[src/rtl/tx_libnet_512.sv]
// Transmit half of libnet: stamps sequence numbers, enforces the send window, inserts ACK/SYN frames.
// Latency: one cycle from s_* to m_* through the output register stage.
// Backpressure: s_tready follows the output load enable; m_* is held stable while m_tvalid && !m_tready.
// Optional feature: define CONFIG_LIBNET_TX_SYN_ON_RESET_EN to send a SYN frame after every reset.
module tx_libnet_512 #(
    parameter int unsigned WINDOW = 16
) (
    input  logic         clk,
    input  logic         resetn,
    input  logic [511:0] s_tdata,
    input  logic [63:0]  s_tkeep,
    input  logic [63:0]  s_tuser,
    input  logic         s_tlast,
    input  logic         s_tvalid,
    output logic         s_tready,
    output logic [511:0] m_tdata,
    output logic [63:0]  m_tkeep,
    output logic [63:0]  m_tuser,
    output logic         m_tlast,
    output logic         m_tvalid,
    input  logic         m_tready,
    input  logic [31:0]  ack_seq,
    input  logic         ack_valid,
    input  logic [31:0]  rx_seq_expected,
    input  logic         rx_seq_valid
);

    localparam int SEQ_LSB  = 344;
    localparam int SEQ_MSB  = 375;
    localparam int ACK_FLAG = 376;
    localparam int SYN_FLAG = 377;
    localparam logic [31:0] WIN = WINDOW[31:0];

    typedef enum logic [1:0] {ST_IDLE, ST_SYN, ST_ACK, ST_STREAM} state_t;

    state_t       state_q, state_d;
    logic [31:0]  seq_next_q, seq_next_d;
    logic [31:0]  peer_ack_q, peer_ack_d;
    logic [31:0]  last_acked_q, last_acked_d;
    logic [511:0] m_tdata_q, m_tdata_d;
    logic [63:0]  m_tkeep_q, m_tkeep_d;
    logic [63:0]  m_tuser_q, m_tuser_d;
    logic         m_tlast_q, m_tlast_d;
    logic         m_tvalid_q, m_tvalid_d;

    logic [31:0]  outstanding;
    logic         win_open;
    logic         ack_pending;
    logic         syn_pending;
    logic         ld;
    logic         m_hs;
    logic         s_hs;
    logic         ack_accept;
    logic [511:0] hdr_dat;
    logic [511:0] syn_dat;
    logic [511:0] ack_dat;

    assign outstanding = seq_next_q - peer_ack_q;
    assign win_open    = outstanding < WIN;
    assign ack_pending = rx_seq_valid && (rx_seq_expected != last_acked_q);
    assign ld          = !m_tvalid_q || m_tready;
    assign m_hs        = m_tvalid_q && m_tready;
    // Held low in reset so the app never sees a handshake that the reset will discard.
    assign s_tready    = resetn && ld &&
                         ((state_q == ST_STREAM) ||
                          ((state_q == ST_IDLE) && !syn_pending && !ack_pending && win_open));
    assign s_hs        = s_tvalid && s_tready;
    // Cumulative ack is only credible if it lands within what we have actually sent.
    assign ack_accept  = ack_valid && ((ack_seq - peer_ack_q) <= outstanding);

    assign m_tdata  = m_tdata_q;
    assign m_tkeep  = m_tkeep_q;
    assign m_tuser  = m_tuser_q;
    assign m_tlast  = m_tlast_q;
    assign m_tvalid = m_tvalid_q;

`ifdef CONFIG_LIBNET_TX_SYN_ON_RESET_EN
    logic syn_pending_q, syn_pending_d;

    // SYN request is armed by reset and retired once the SYN beat is taken downstream.
    always_comb begin
        syn_pending_d = syn_pending_q;
        if (state_q == ST_SYN && m_hs) begin
            syn_pending_d = 1'b0;
        end
    end

    // SYN request register.
    always_ff @(posedge clk) begin
        if (!resetn) begin
            syn_pending_q <= 1'b1;
        end else begin
            syn_pending_q <= syn_pending_d;
        end
    end

    assign syn_pending = syn_pending_q;
`else
    assign syn_pending = 1'b0;
`endif

    // Build the three possible output beat payloads.
    always_comb begin
        hdr_dat                      = s_tdata;
        hdr_dat[SYN_FLAG:SEQ_LSB]    = {2'b00, seq_next_q};
        syn_dat                      = '0;
        syn_dat[SEQ_MSB:SEQ_LSB]     = seq_next_q;
        syn_dat[SYN_FLAG]            = 1'b1;
        ack_dat                      = '0;
        ack_dat[SEQ_MSB:SEQ_LSB]     = rx_seq_expected;
        ack_dat[ACK_FLAG]            = 1'b1;
    end

    // State register.
    always_ff @(posedge clk) begin
        if (!resetn) begin
            state_q <= ST_IDLE;
        end else begin
            state_q <= state_d;
        end
    end

    // Next state: frame selection only in IDLE, SYN > ACK > data; a packet is never interrupted.
    always_comb begin
        state_d = state_q;
        case (state_q)
            ST_IDLE: begin
                if (ld) begin
                    if (syn_pending) begin
                        state_d = ST_SYN;
                    end else if (ack_pending) begin
                        state_d = ST_ACK;
                    end else if (s_hs && !s_tlast) begin
                        state_d = ST_STREAM;
                    end
                end
            end
            ST_SYN:    if (m_hs) state_d = ST_IDLE;
            ST_ACK:    if (m_hs) state_d = ST_IDLE;
            ST_STREAM: if (s_hs && s_tlast) state_d = ST_IDLE;
            default:   state_d = ST_IDLE;
        endcase
    end

    // Outputs and sequence bookkeeping: load the output stage whenever it is free.
    always_comb begin
        m_tdata_d    = m_tdata_q;
        m_tkeep_d    = m_tkeep_q;
        m_tuser_d    = m_tuser_q;
        m_tlast_d    = m_tlast_q;
        m_tvalid_d   = m_tvalid_q;
        seq_next_d   = seq_next_q;
        last_acked_d = last_acked_q;
        peer_ack_d   = ack_accept ? ack_seq : peer_ack_q;
        if (ld) begin
            m_tvalid_d = 1'b0;
            case (state_q)
                ST_IDLE: begin
                    if (syn_pending) begin
                        m_tvalid_d = 1'b1;
                        m_tdata_d  = syn_dat;
                        m_tkeep_d  = '1;
                        m_tuser_d  = '0;
                        m_tlast_d  = 1'b1;
                    end else if (ack_pending) begin
                        m_tvalid_d   = 1'b1;
                        m_tdata_d    = ack_dat;
                        m_tkeep_d    = '1;
                        m_tuser_d    = '0;
                        m_tlast_d    = 1'b1;
                        last_acked_d = rx_seq_expected;
                    end else if (s_hs) begin
                        m_tvalid_d = 1'b1;
                        m_tdata_d  = hdr_dat;
                        m_tkeep_d  = s_tkeep;
                        m_tuser_d  = s_tuser;
                        m_tlast_d  = s_tlast;
                        seq_next_d = seq_next_q + 32'd1;
                    end
                end
                ST_STREAM: begin
                    if (s_hs) begin
                        m_tvalid_d = 1'b1;
                        m_tdata_d  = s_tdata;
                        m_tkeep_d  = s_tkeep;
                        m_tuser_d  = s_tuser;
                        m_tlast_d  = s_tlast;
                    end
                end
                default: begin
                    m_tvalid_d = 1'b0;
                end
            endcase
        end
    end

    // Datapath and counter registers.
    always_ff @(posedge clk) begin
        if (!resetn) begin
            m_tdata_q    <= '0;
            m_tkeep_q    <= '0;
            m_tuser_q    <= '0;
            m_tlast_q    <= 1'b0;
            m_tvalid_q   <= 1'b0;
            seq_next_q   <= '0;
            peer_ack_q   <= '0;
            last_acked_q <= '0;
        end else begin
            m_tdata_q    <= m_tdata_d;
            m_tkeep_q    <= m_tkeep_d;
            m_tuser_q    <= m_tuser_d;
            m_tlast_q    <= m_tlast_d;
            m_tvalid_q   <= m_tvalid_d;
            seq_next_q   <= seq_next_d;
            peer_ack_q   <= peer_ack_d;
            last_acked_q <= last_acked_d;
        end
    end

endmodule

[config.mk]
export PLATFORM = sky130hd
export DESIGN_NAME = tx_libnet_512
export DESIGN_NICKNAME = d
export VERILOG_FILES = /design/src/rtl/tx_libnet_512.sv
export SDC_FILE = /design/constraint.sdc
export NUM_CORES = 1
export LEC_CHECK = 0
export ABC_AREA = 1
export ABC_CLOCK_PERIOD_IN_PS = 14000
export BUFFER_PORTS_ARGS = -buffer_cell sky130_fd_sc_hd__buf_2
export CORE_AREA = 2 2 532 534
export DETAILED_ROUTE_END_ITERATION = 6
export DIE_AREA = 0 0 534 536
export HOLD_SLACK_MARGIN = 0.05
export PLACE_DENSITY = 0.32
export SLEW_MARGIN = 20
export SYNTH_ARGS = -nofsm -noshare
export SYNTH_HDL_FRONTEND = slang
export SYNTH_SLANG_ARGS = --single-unit
[constraint.sdc]
create_clock -name clk -period 14 [get_ports clk]
set_clock_uncertainty 0.2 [all_clocks]
set_input_delay 2.8 -clock clk [delete_from_list [all_inputs] [get_ports clk]]
set_output_delay 2.8 -clock clk [all_outputs]
set_load 0.01 [all_outputs]
; ---- Yosys cells after proc, flatten, opt, wreduce, memory -nomap -nowiden
; Index checks and enable logic that the tools add are counted.
; W data, S select, Z words.
[classes]
add_sub_neg = 3
order_cmp = 2
eq_ne = 10
n_mux = 22
bitwise_logic = 1
n_reduce_logical = 23
[op_table]
columns = operator, n
row1 = $mux W512, 3
row2 = $pmux W512 S2, 1
row3 = $mux W64, 4
row4 = $pmux W64 S2, 2
row5 = $sub A32 B32 Y32, 2
row6 = $add A32 B1 Y32 const B, 1
row7 = $le A32 B32 Y1, 1
row8 = $lt A32 B5 Y1 const B, 1
row9 = $ne A32 B32 Y1, 1
row10 = $reduce_and A4 Y1, 3
row11 = $logic_and A1 B1 Y1, 10
row12 = $mux W2, 5
row13 = $pmux W2 S3, 1
row14 = $eq A2 B2 Y1 const B, 2
row15 = $mux W1, 4
row16 = $ne A2 B1 Y1 const B, 2
row17 = $ne A2 B2 Y1 const B, 2
row18 = $pmux W1 S2, 2
row19 = $logic_not A1 Y1, 3
row20 = $ne A3 B2 Y1 const B, 1
row21 = $ne A3 B3 Y1 const B, 1
row22 = $reduce_and A3 Y1, 1
row23 = $eq A2 B1 Y1 const B, 1
row24 = $logic_not A2 Y1, 1
row25 = 5 further kinds, 6
[word_totals]
ff_bits = 740
input_bits = 711
output_inout_bits = 643
elab_cells = 70

; ---- Depth between registers and ports, before layout
; Gate-level depths: netlist of the first run.
[depth]
ltp_word = 13
mapped_depth = 29

; ---- Least setup slack after synthesis of the first run
; No wires, ideal clock.
[synth_path]
path_type = input-to-output
start = in rx_seq_expected[25]
end = out s_tready
arrival_ps = 4299
required_time_ps = 11000
slack_ps = 6701
stages = 11
cell_sequence = xor2_1 nor3_1 nand2_1 nor2_1 nand3_1 nand2_1 nand2_1 inv_1 nand4_1 a21boi_0 clkbuf_1
[synth_between]
elab_chain_len = 7
[synth_lines]
columns = item, line_no
row1 = from (decl), 24  ; input logic [31:0] rx_seq_expected,
row2 = $ne A32 B32 Y1, 60  ; assign ack_pending = rx_seq_valid && (rx_seq_expected != last_acked_q);
row3 = $logic_and A1 B1 Y1, 60
row4 = $logic_not A1 Y1, 66  ; ((state_q == ST_IDLE) && !syn_pending && !ack_pending && win_open));
row5 = $logic_and A1 B1 Y1 (2 in a row), 66
row6 = $logic_or A1 B1 Y1, 65  ; ((state_q == ST_STREAM) ||
row7 = $logic_and A1 B1 Y1, 64  ; assign s_tready = resetn && ld &&
row8 = to (decl), 15  ; output logic s_tready,
; Every way passes these cells.

; ---- Worst setup path in the final report of the first run
[layout_path]
start = in rx_seq_expected[26]
end = out s_tready
; Same word-level chain as after synthesis.

==> run metrics, run 1 <==
status finished clean; maxcap violations 0; Post CTS Setup Buffer Count 0; setup tns final 0 ns; Yosys warnings 0; post-DP HPWL 203000 um; Final min period 9.55 ns; RSZ-0062 raised after global routing false; Starting DRT DRC Count 2595; clock sinks 740; final instance area 50400 sq um; critical-path cell list buf_2, inv_1, nand2_1, nand4_1, nor3_2, nand2_1, nor2_1, nand3_1, nand2_1, buf_4, nand2_1, inv_1, nand4_1, a21boi_4, buf_4, buf_2; Synth Instances 5540; Slew @ Worst Pin 1.09 ns; Die ar. 286000 sq um; I/O Pins 1354; CTS root buffer clkbuf_16; CTS H-tree depth 3; CP Class in -> out; Worst-path clk slew 0.05 ns; vias in the first global route 39500; register bit total from synthesis 740; Worst Path Required 11.00 ns; CP max stage cell nor3_2; Slew headroom 0.271; synthesized area 36600 sq um; GP Congestion 0.886; syn_area_per_cell 6.60 sq um; Overall Global Routing Usage 0.168; Final setup viols 0; Die H 536 um; DR vias/cell 3.90; startpoint type of the worst setup path input pin; WL/cell 23.8 um; Final Hold Viols 0; post-route ant nets 0; hold slack 0.257 ns; critical path's most frequent cell nand2_1; Starting Density 0.130; post-synth cell types 42; Hold Crit Class reg -> reg; Port-buffer cells 1353; post_cts resized 0; Overall Power 10800 uW; CP arrival 6.55 ns; insertion delay to the later sink of the worst-skew pair 0.81 ns; Final Cycle Share 0.682; Via Count 41300; Placed Cells 10300; initial antenna violation count 206; worst-path fanout max 65; clk buf depth 4; Rows 195; ratio of cells with drive above 1 in the final layout 0.235; max incr delay on CP 0.72 ns; Core ar. 281000 sq um; 1st-pass router iterations 5; Crit. End Element output pin; Peak VDD IR 128 uV; chip width 534 um; first-pass GRT wire length 337000 um; CTS tree done; register area share after synthesis 0.405; P per Cell Area 214 nW/um^2; cts bufs inserted 110; area grow syn2layout 37.9%; FMAX 0.105 GHz; Post-Syn Nets 6348; LEAKAGE 0.0244 uW; fin cells 10600; pins over their slew limit 0; wirelength, routed 253000 um; dpl cell area 46700 sq um; DRC viols 0; largest net degree at the start of global routing 169; post-cts hold buffer count 0; global route overflow 0; Final #Nets 7510
==> registers in the layout, indices dropped and copies added (netlist names) <==
name          cells
m_tkeep          64
state_q           2
m_tdata         512
m_tlast           1
last_acked_q     32
seq_next_q       32
peer_ack_q       32
m_tvalid          1
m_tuser          64
==> per-stage QoR <==
| stage | setup slack (ns) | util |
|---|---|---|
| after global routing | 4.14 | 0.179 |
| final | 4.45 | 0.180 |
| after global placement | 4.25 | 0.166 |
| after detailed placement | 4.17 | 0.166 |
| after CTS | 4.26 | 0.179 |
| after floorplan | 6.70 | - |
==> worst max-delay path, delay by kind of cell <==
family                 cells  cell delay, ns
AO/OA/AOI/OAI              1            0.17
buffers and inverters      6            1.53
AND/OR/NAND/NOR            9            1.97
==> cell type report <==
| cell class | count | area [sq um] |
|---|---|---|
| Tap cell | 3743 | 4680 |
| Multi-Input combinational cell | 4017 | 18400 |
| Fill cell | 32700 | 230000 |
| Clock inverter | 29 | 314 |
| Timing Repair Buffer | 1397 | 7150 |
| Clock buffer | 167 | 3270 |
| Antenna cell | 66 | 165 |
| Inverter | 436 | 1670 |
| Sequential cell | 740 | 14800 |
==> metal layers <==
layer | vias up | global-route usage | share of wire
li1 | 20000 | - | -
met1 | 19200 | 0.195 | 0.40
met2 | 1548 | 0.282 | 0.46
met3 | 493 | 0.0634 | 0.094
met4 | 50 | 0.0555 | 0.039
met5 | - | 0 | 0.0012
==> cell families after synthesis <==
kind of cell / count (synthesis) / share of synthesized area
AOI/OAI and AO/OA: 931 / 0.135
xor gates and xnor gates: 63 / 0.0151
adders and majority gates: 97 / 0.0336
buffers and inverters: 783 / 0.0942
DFF: 740 / 0.405
and+or+nand+nor: 2926 / 0.317
==> final timing paths <==
check / startpoint / to / slack (ns) / cells past startpoint
worst min register to register: last_acked_q[21] / last_acked_q[21] / 0.26 / 2
worst max-delay path: rx_seq_expected[26] / s_tready / 4.45 / 16
worst min-delay path: last_acked_q[21] / last_acked_q[21] / 0.26 / 2
worst max register to register: seq_next_q[0] / m_tdata[296] / 6.80 / 24
==> report_power, final <==
part	leakage [uW]	switching (uW)	internal, uW
Sequential	0.00610	375	2770
Clock	0.00176	1160	1690
Combinational	0.0166	3330	1490
==> placed cells by master (no fill, tap or decap), types with 5 or more instances in the layout <==
| cell type | netlist | routed |
|---|---|---|
| a21o_1 | 6 | 6 |
| a21oi_1 | 438 | 438 |
| a31oi_1 | 35 | 35 |
| buf_2 | 31 | 1352 |
| buf_4 | 47 | 40 |
| bufinv_16 | 0 | 5 |
| clkbuf_1 | 170 | 28 |
| clkbuf_16 | 0 | 111 |
| clkbuf_8 | 0 | 28 |
| clkinv_2 | 0 | 15 |
| dfxtp_1 | 740 | 740 |
| diode_2 | 0 | 66 |
| ha_1 | 95 | 95 |
| inv_1 | 418 | 416 |
| inv_2 | 13 | 14 |
| nand2_1 | 1608 | 1607 |
| nand3_1 | 187 | 186 |
| nand3b_1 | 37 | 37 |
| nand4_1 | 41 | 41 |
| nor2_1 | 989 | 988 |
| nor2_2 | 6 | 6 |
| nor3_1 | 33 | 31 |
| nor4_1 | 13 | 13 |
| o211ai_1 | 67 | 67 |
| o21ai_0 | 152 | 152 |
| o21ai_1 | 215 | 215 |
| o21bai_1 | 5 | 5 |
| xnor2_1 | 21 | 21 |
| xor2_1 | 42 | 42 |
==> synthesized netlist by cell type (all sizes together) <==
library cell | instances | area [sq um]
o221ai | 3 | 26.3
xnor2 | 21 | 184
a21oi | 438 | 2190
clkinv | 4 | 15.0
ha | 95 | 1190
fa | 2 | 40.0
o211ai | 67 | 503
nor2 | 995 | 3750
o21a | 2 | 15.0
nand4 | 41 | 257
inv | 432 | 1630
and2 | 3 | 18.8
nand3b | 37 | 278
a31oi | 35 | 219
a211oi | 4 | 30.0
a21boi | 3 | 22.5
clkbuf | 170 | 638
a21o | 6 | 45.0
or3 | 1 | 6.26
buf | 177 | 1160
a221oi | 1 | 8.76
nand3 | 188 | 946
or2 | 1 | 6.26
nor3 | 33 | 165
nand2 | 1611 | 6060
o21ai | 367 | 1840
o21bai | 5 | 37.5
nor4 | 13 | 81.3
or4 | 1 | 7.51
dfxtp | 740 | 14800
and3 | 2 | 12.5
xor2 | 42 | 368
Note: power is estimated with default switching activity, not from simulation.
==> run 2: changes to the inputs <==
ABC_CLOCK_PERIOD_IN_PS = 7660   (was 14000)
CORE_AREA = 2 2 534 536   (was 2 2 532 534)
DIE_AREA = 0 0 536 538   (was 0 0 534 536)
clock period = 7.66 ns   (was 14 ns; I/O delays follow)
==> run metrics, run 2 (synthesis results as in run 1) <==
ratio of cells with drive above 1 in the final layout 0.237 (was 0.235); final instance area 50700 sq um (was 50400 sq um); Peak VDD IR 297 uV (was 128 uV); first-pass GRT wire length 329000 um (was 337000 um); setup tns final 0 ns (unchanged); startpoint type of the worst setup path register (was input pin); Slew headroom 0.0579 (was 0.271); clock sinks 740 (unchanged); Switch Pwr 8930 uW (was 4860 uW); FF-to-FF path depth 22 (was 24); post_cts resized 0 (unchanged); wirelength, routed 247000 um (was 253000 um); clk buf depth 4 (unchanged); commonest non-fill, non-tap cell in the layout nand2_1 (unchanged); Hold Crit Class reg -> reg (unchanged); maxcap violations 0 (unchanged); WL/cell 23.3 um (was 23.8 um); Crit. End Element output pin (unchanged); post-route setup slack 1.46 ns (was 4.45 ns); GP Congestion 0.870 (was 0.886); Die ar. 288000 sq um (was 286000 sq um); CTS root buffer clkbuf_16 (unchanged); Final #Nets 7521 (was 7510); highest-count cells in the layout ignoring fill and taps 1607 x nand2_1, 1352 x buf_2, 988 x nor2_1 (unchanged); Pint 11000 uW (was 5950 uW); FMAX 0.161 GHz; dpl cell area 46900 sq um (was 46700 sq um); I/O Pins 1354 (unchanged); Critical Path End s_tready (unchanged); status finished clean (unchanged); Via Count 41500 (was 41300); largest net degree at the start of global routing 221 (was 169); fillers 32900 (was 32700); CP Class reg -> out (was in -> out); Worst Path Required 5.93 ns (was 11.00 ns); combinational share of power 0.450 (was 0.446); P per Cell Area 393 nW/um^2 (was 214 nW/um^2); Overall Global Routing Usage 0.162 (was 0.168); CTS tree done (unchanged); Final Cycle Share 0.809; final core occ 0.179 (was 0.180); Final setup viols 0 (unchanged); Core ar. 283000 sq um (was 281000 sq um); Rows 196 (was 195); Worst-path clk slew 0.06 ns (was 0.05 ns); CTS H-tree depth 3 (unchanged); Final Hold Viols 0 (unchanged); chip width 536 um (was 534 um); CP arrival 4.46 ns (was 6.55 ns); initial antenna violation count 185 (was 206); post-DP HPWL 200000 um (was 203000 um); max reg flops 512 (unchanged); Final min period 6.20 ns; Starting Density 0.129 (was 0.130); Die H 538 um (was 536 um); worst-path fanout max 6 (was 65); post-route ant nets 0 (unchanged); DRC viols 0 (unchanged); pre-CTS setup slack 1.13 ns (was 4.17 ns); R2R Setup Slk 1.61 ns (was 6.80 ns); Register Area 14800 sq um (unchanged); Slew @ Worst Pin 1.41 ns (was 1.09 ns); pins over their slew limit 0 (unchanged); area grow syn2layout 38.7% (was 37.9%); post-cts hold buffer count 0 (unchanged); reg2reg end m_tdata[195] (was m_tdata[296]); RSZ-0062 raised after global routing false (unchanged); Post CTS Setup Buffer Count 0 (unchanged); insertion delay to the later sink of the worst-skew pair 0.83 ns (was 0.81 ns); 1st-pass router iterations 5 (unchanged); Starting DRT DRC Count 2616 (was 2595); Reg-to-Reg Start seq_next_q[0] (unchanged); DR vias/cell 3.90 (about the same); crit path from seq_next_q[0] (was rx_seq_expected[26]); area of the multi-input gates 18400 sq um (about the same); global route overflow 0 (unchanged); LEAKAGE 0.0245 uW (was 0.0244 uW); cts bufs inserted 108 (was 110); Switching Fraction 0.449 (about the same); clock network fraction of design power 0.261 (was 0.263); Seq pwr share 0.289 (was 0.291); vias in the first global route 39600 (was 39500); Port-buffer cells 1353 (unchanged)
## run 2: layout make-up
type,instances,area share
diodes,69,0.00341
clock buffers,158,0.0621
clock inverters,32,0.00874
inverters,436,0.0329
multi-input cells,4017,0.363
flip-flops and latches,740,0.292
well taps,3762,0.0928
repair buffers,1410,0.145
## run 2: power by group through the flow
stage | combinational (uW) | clock (uW) | sequential (uW)
after floorplan | 4850 | 0 | 6230
after global placement | 9110 | 0 | 5800
after detailed placement | 9090 | 0 | 5820
after CTS | 9130 | 5430 | 5750
after global routing | 9980 | 5550 | 5900
final | 8950 | 5200 | 5750
## run 2: through the flow
step / instances / total power (uW) / hold WS (ns)
6_report: 10600 / 19900 / 0.258
3_3_place_gp: 10400 / 14900 / 0.244
5_1_grt: 10600 / 21400 / 0.271
2_1_floorplan: 5540 / 11100 / 0.236
3_5_place_dp: 10400 / 14900 / 0.249
4_1_cts: 10600 / 20300 / 0.258
## run 2: how the worst min path moves through the flow
stage | end | from | cells past startpoint
after floorplan | last_acked_q[16] | last_acked_q[16] | 2
after global placement | last_acked_q[21] | last_acked_q[21] | 2
after detailed placement | last_acked_q[24] | last_acked_q[24] | 2
after CTS | last_acked_q[24] | last_acked_q[24] | 2
after global routing | last_acked_q[24] | last_acked_q[24] | 2
final | last_acked_q[20] | last_acked_q[20] | 2
## run 2: routing by layer
metal / up-vias / part of all wire / global-route usage
li1: 20000 / - / -
met1: 19300 / 0.40 / 0.191
met5: - / 0.0013 / 0
met2: 1657 / 0.46 / 0.259
met3: 454 / 0.098 / 0.0642
met4: 50 / 0.042 / 0.0743
## run 2: worst max-delay path, cell delays in order, from the launching register on
cell	delay, ns
dfxtp_1	0.38
inv_1	0.25
ha_1	0.20
inv_1	0.10
fa_1	0.47
nand3_1	0.12
nand3_1	0.23
nand2_1	0.13
nand2_1	0.15
xnor2_1	0.26
o21ai_0	0.13
nor2_1	0.12
nand2_1	0.05
nor2_1	0.40
nand4_1	0.25
a21boi_4	0.23
buf_2	0.19
==> run 3: changes to the inputs <==
ABC_AREA = 0   (was 1)
ABC_CLOCK_PERIOD_IN_PS = 6320   (was 7660)
CORE_AREA = 2 2 525 527   (was 2 2 534 536)
DIE_AREA = 0 0 527 529   (was 0 0 536 538)
PLACE_DENSITY = 0.31   (was 0.32)
clock period = 6.32 ns   (was 7.66 ns; I/O delays follow)
==> run metrics, run 3 <==
Synth Instances 4008 (was 5540); Final setup viols 0 (unchanged); Overall Global Routing Usage 0.170 (was 0.162); pins over their slew limit 0 (unchanged); post-synth cell types 79 (was 42); Area contributors post-synth dfxtp_1 42%, mux2i_1 17%, nand2_1 14% (was dfxtp_1 41%, nand2_1 17%, nor2_1 10%); CTS H-tree depth 3 (unchanged); mux contribution to synthesized area 0.175 (was 0); DR vias/cell 3.94 (was 3.90); clk buf depth 3 (was 4); Yosys warnings 0 (unchanged); Starting DRT DRC Count 2030 (was 2616); compound-cell area share of the yosys netlist 0.116 (was 0.135); CP Class reg -> out (unchanged); Worst Path Required 4.86 ns (was 5.93 ns); Slew headroom 0.0731 (was 0.0579); highest-count cells in the layout ignoring fill and taps 1352 x buf_2, 1305 x nand2_1, 736 x dfxtp_1 (was 1607 x nand2_1, 1352 x buf_2, 988 x nor2_1); Final min period 6.17 ns; status finished clean (unchanged); pre-CTS setup slack -0.599 ns (was 1.13 ns); post-cts hold buffer count 0 (unchanged); Rows 192 (was 196); Core ar. 273000 sq um (was 283000 sq um); maxcap violations 0 (unchanged); most frequent cell after synthesis nand2_1 (unchanged); vias in the first global route 34700 (was 39600); FMAX 0.162 GHz; fillers 30900 (was 32900); Final Cycle Share 0.977; 1st-pass router iterations 6 (was 5); Hold Crit Class reg -> reg (unchanged); Peak VDD IR 206 uV (was 297 uV); Starting Density 0.128 (was 0.129); global route overflow 0 (unchanged); cts bufs inserted 103 (was 108); Crit. End Element output pin (unchanged); register bit total from synthesis 740 (unchanged); max reg flops 512 (unchanged); syn_area_per_cell 8.73 sq um (was 6.60 sq um); final core occ 0.186 (was 0.179); synth cell count leaders 1306 x nand2_1, 740 x dfxtp_1, 610 x mux2i_1 (was 1608 x nand2_1, 989 x nor2_1, 740 x dfxtp_1); wirelength, routed 249000 um (was 247000 um); startpoint type of the worst setup path register (unchanged); CTS tree done (unchanged); post-DP HPWL 207000 um (was 200000 um); Via Count 35900 (was 41500); I/O Pins 1354 (unchanged); main combinational cell family by area after synthesis simple AND/OR/NAND/NOR gates (unchanged); insertion delay to the later sink of the worst-skew pair 0.72 ns (was 0.83 ns); area grow syn2layout 45.1% (was 38.7%); post-route ant nets 0 (unchanged); first-pass GRT wire length 325000 um (was 329000 um); ys async rst share 0 (unchanged); CP arrival 4.71 ns (was 4.46 ns); Final #Nets 6177 (was 7521); post-route setup slack 0.148 ns (was 1.46 ns); CTS root buffer clkbuf_16 (unchanged); register area share after synthesis 0.424 (was 0.405); Slew @ Worst Pin 1.39 ns (was 1.41 ns); Port-buffer cells 1353 (unchanged); Post-Syn Nets 4816 (was 6348); DRC viols 0 (unchanged); LEAKAGE 0.0244 uW (was 0.0245 uW); share of the synthesized area in the top cell type 0.424 (was 0.405); Die H 529 um (was 538 um); ratio of cells with drive above 1 in the final layout 0.330 (was 0.237); Post-Synth XOR/XNOR Area 0.0198 (was 0.0151); post-synthesis adder-cell area fraction 0.0351 (was 0.0336); area leader, netlist dfxtp_1 (unchanged); GP Congestion 0.916 (was 0.870); clock sinks 740 (unchanged); P per Cell Area 330 nW/um^2 (was 393 nW/um^2); Final Hold Viols 0 (unchanged); synthesized area 35000 sq um (was 36600 sq um); chip width 527 um (was 536 um); WL/cell 27.4 um (was 23.3 um); number of synthesized flops with an enable pin 0 (unchanged); largest net degree at the start of global routing 196 (was 221); commonest non-fill, non-tap cell in the layout buf_2 (was nand2_1); worst-path fanout max 5 (was 6); top_reg_cell synth dfxtp_1 (unchanged); Simple-Gate Fraction of Synth Area 0.184 (was 0.317); Worst-path clk slew 0.06 ns (about the same); initial antenna violation count 237 (was 185); Die ar. 279000 sq um (was 288000 sq um)
run 3: cell types whose count changed in the layout (fill, tap and decap cells not counted), moves of 37 or more:
cell,delta
inv_1,-354
nor2_1,-942
nand2_1,-302
nand3_1,-156
o21ai_1,-211
buf_4,+110
o221a_1,+46
o2bb2ai_1,+64
a21oi_1,-303
mux2i_1,+610
o21ai_0,-112
nand2b_1,+37
run 3: per-stage QoR:
step / cells / setup TNS, ns / total power (uW) / instance area (sq um) / hold WS [ns]
global placement: 8847 / -15.26 / 10800 / 46900 / 0.241
finish: 9119 / 0 / 16800 / 50700 / 0.252
CTS: 9032 / 0 / 17100 / 50400 / 0.256
detailed placement: 8847 / -18.34 / 10800 / 46900 / 0.248
global route: 9091 / -0.0169 / 17600 / 50700 / 0.272
floorplan: 4008 / 0 / 8440 / 35000 / 0.248
run 3: final timing paths:
check,start,to,slack (ns),depth (start not counted)
setup / recovery,peer_ack_q[1],s_tready,0.15,14
hold / removal,m_tdata[244],m_tdata[244],0.25,2
hold reg to reg,m_tdata[244],m_tdata[244],0.25,2
setup reg to reg,peer_ack_q[1],peer_ack_q[27],0.57,24
run 3: layer usage:
metal / routed length [um] / track usage / vias to the layer above / part of all wire
li1: - / - / 16600 / -
met1: 101000 / 0.200 / 17200 / 0.40
met2: 120000 / 0.293 / 1569 / 0.48
met3: 18900 / 0.0529 / 531 / 0.076
met4: 9730 / 0.0555 / 50 / 0.039
met5: 313 / 0 / - / 0.0013
run 3: area by class of cell:
cell class                 count  area, sq um  area share
multi-input combinational   2910        18800       0.371
sequential                   740        14800       0.292
timing repair buffer        1546         8710       0.172
tap                         3589         4490      0.0885
clock buffer                 159         3110      0.0613
clock inverter                25          315     0.00622
inverter                      68          259     0.00511
antenna                       82          205     0.00404
run 3: power by group:
group          switching [uW]  internal, uW  total (uW)
Combinational            3020          2020        5040
Clock                    2540          3500        6040
Sequential                367          5310        5680
run 3: logic make-up after synthesis:
kind of cell    after synthesis
flops                       740
buf+inv                     358
simple gates               1578
mux                         612
compound gates              544
fa+ha+maj                    97
xor+xnor                     79
run 3: what timing repair did:
action,4_1_cts,5_1_grt
pin swaps,2,9
resized for setup,24,23
setup endpoints to repair,1,33
buffers inserted,1,5
gates cloned,0,0
run 3: worst max-delay path, stage by stage (launching register included):
cell,delay [ns]
dfxtp_1,0.35
clkinvlp_4,0.20
buf_4,0.20
fa_2,0.41
a211oi_4,0.31
o21ai_4,0.13
a31o_2,0.31
a2111oi_2,0.43
nor3_1,0.11
nand4b_1,0.21
a2111oi_2,0.31
nand4_1,0.21
or4_4,0.51
a21oi_2,0.16
buf_2,0.16
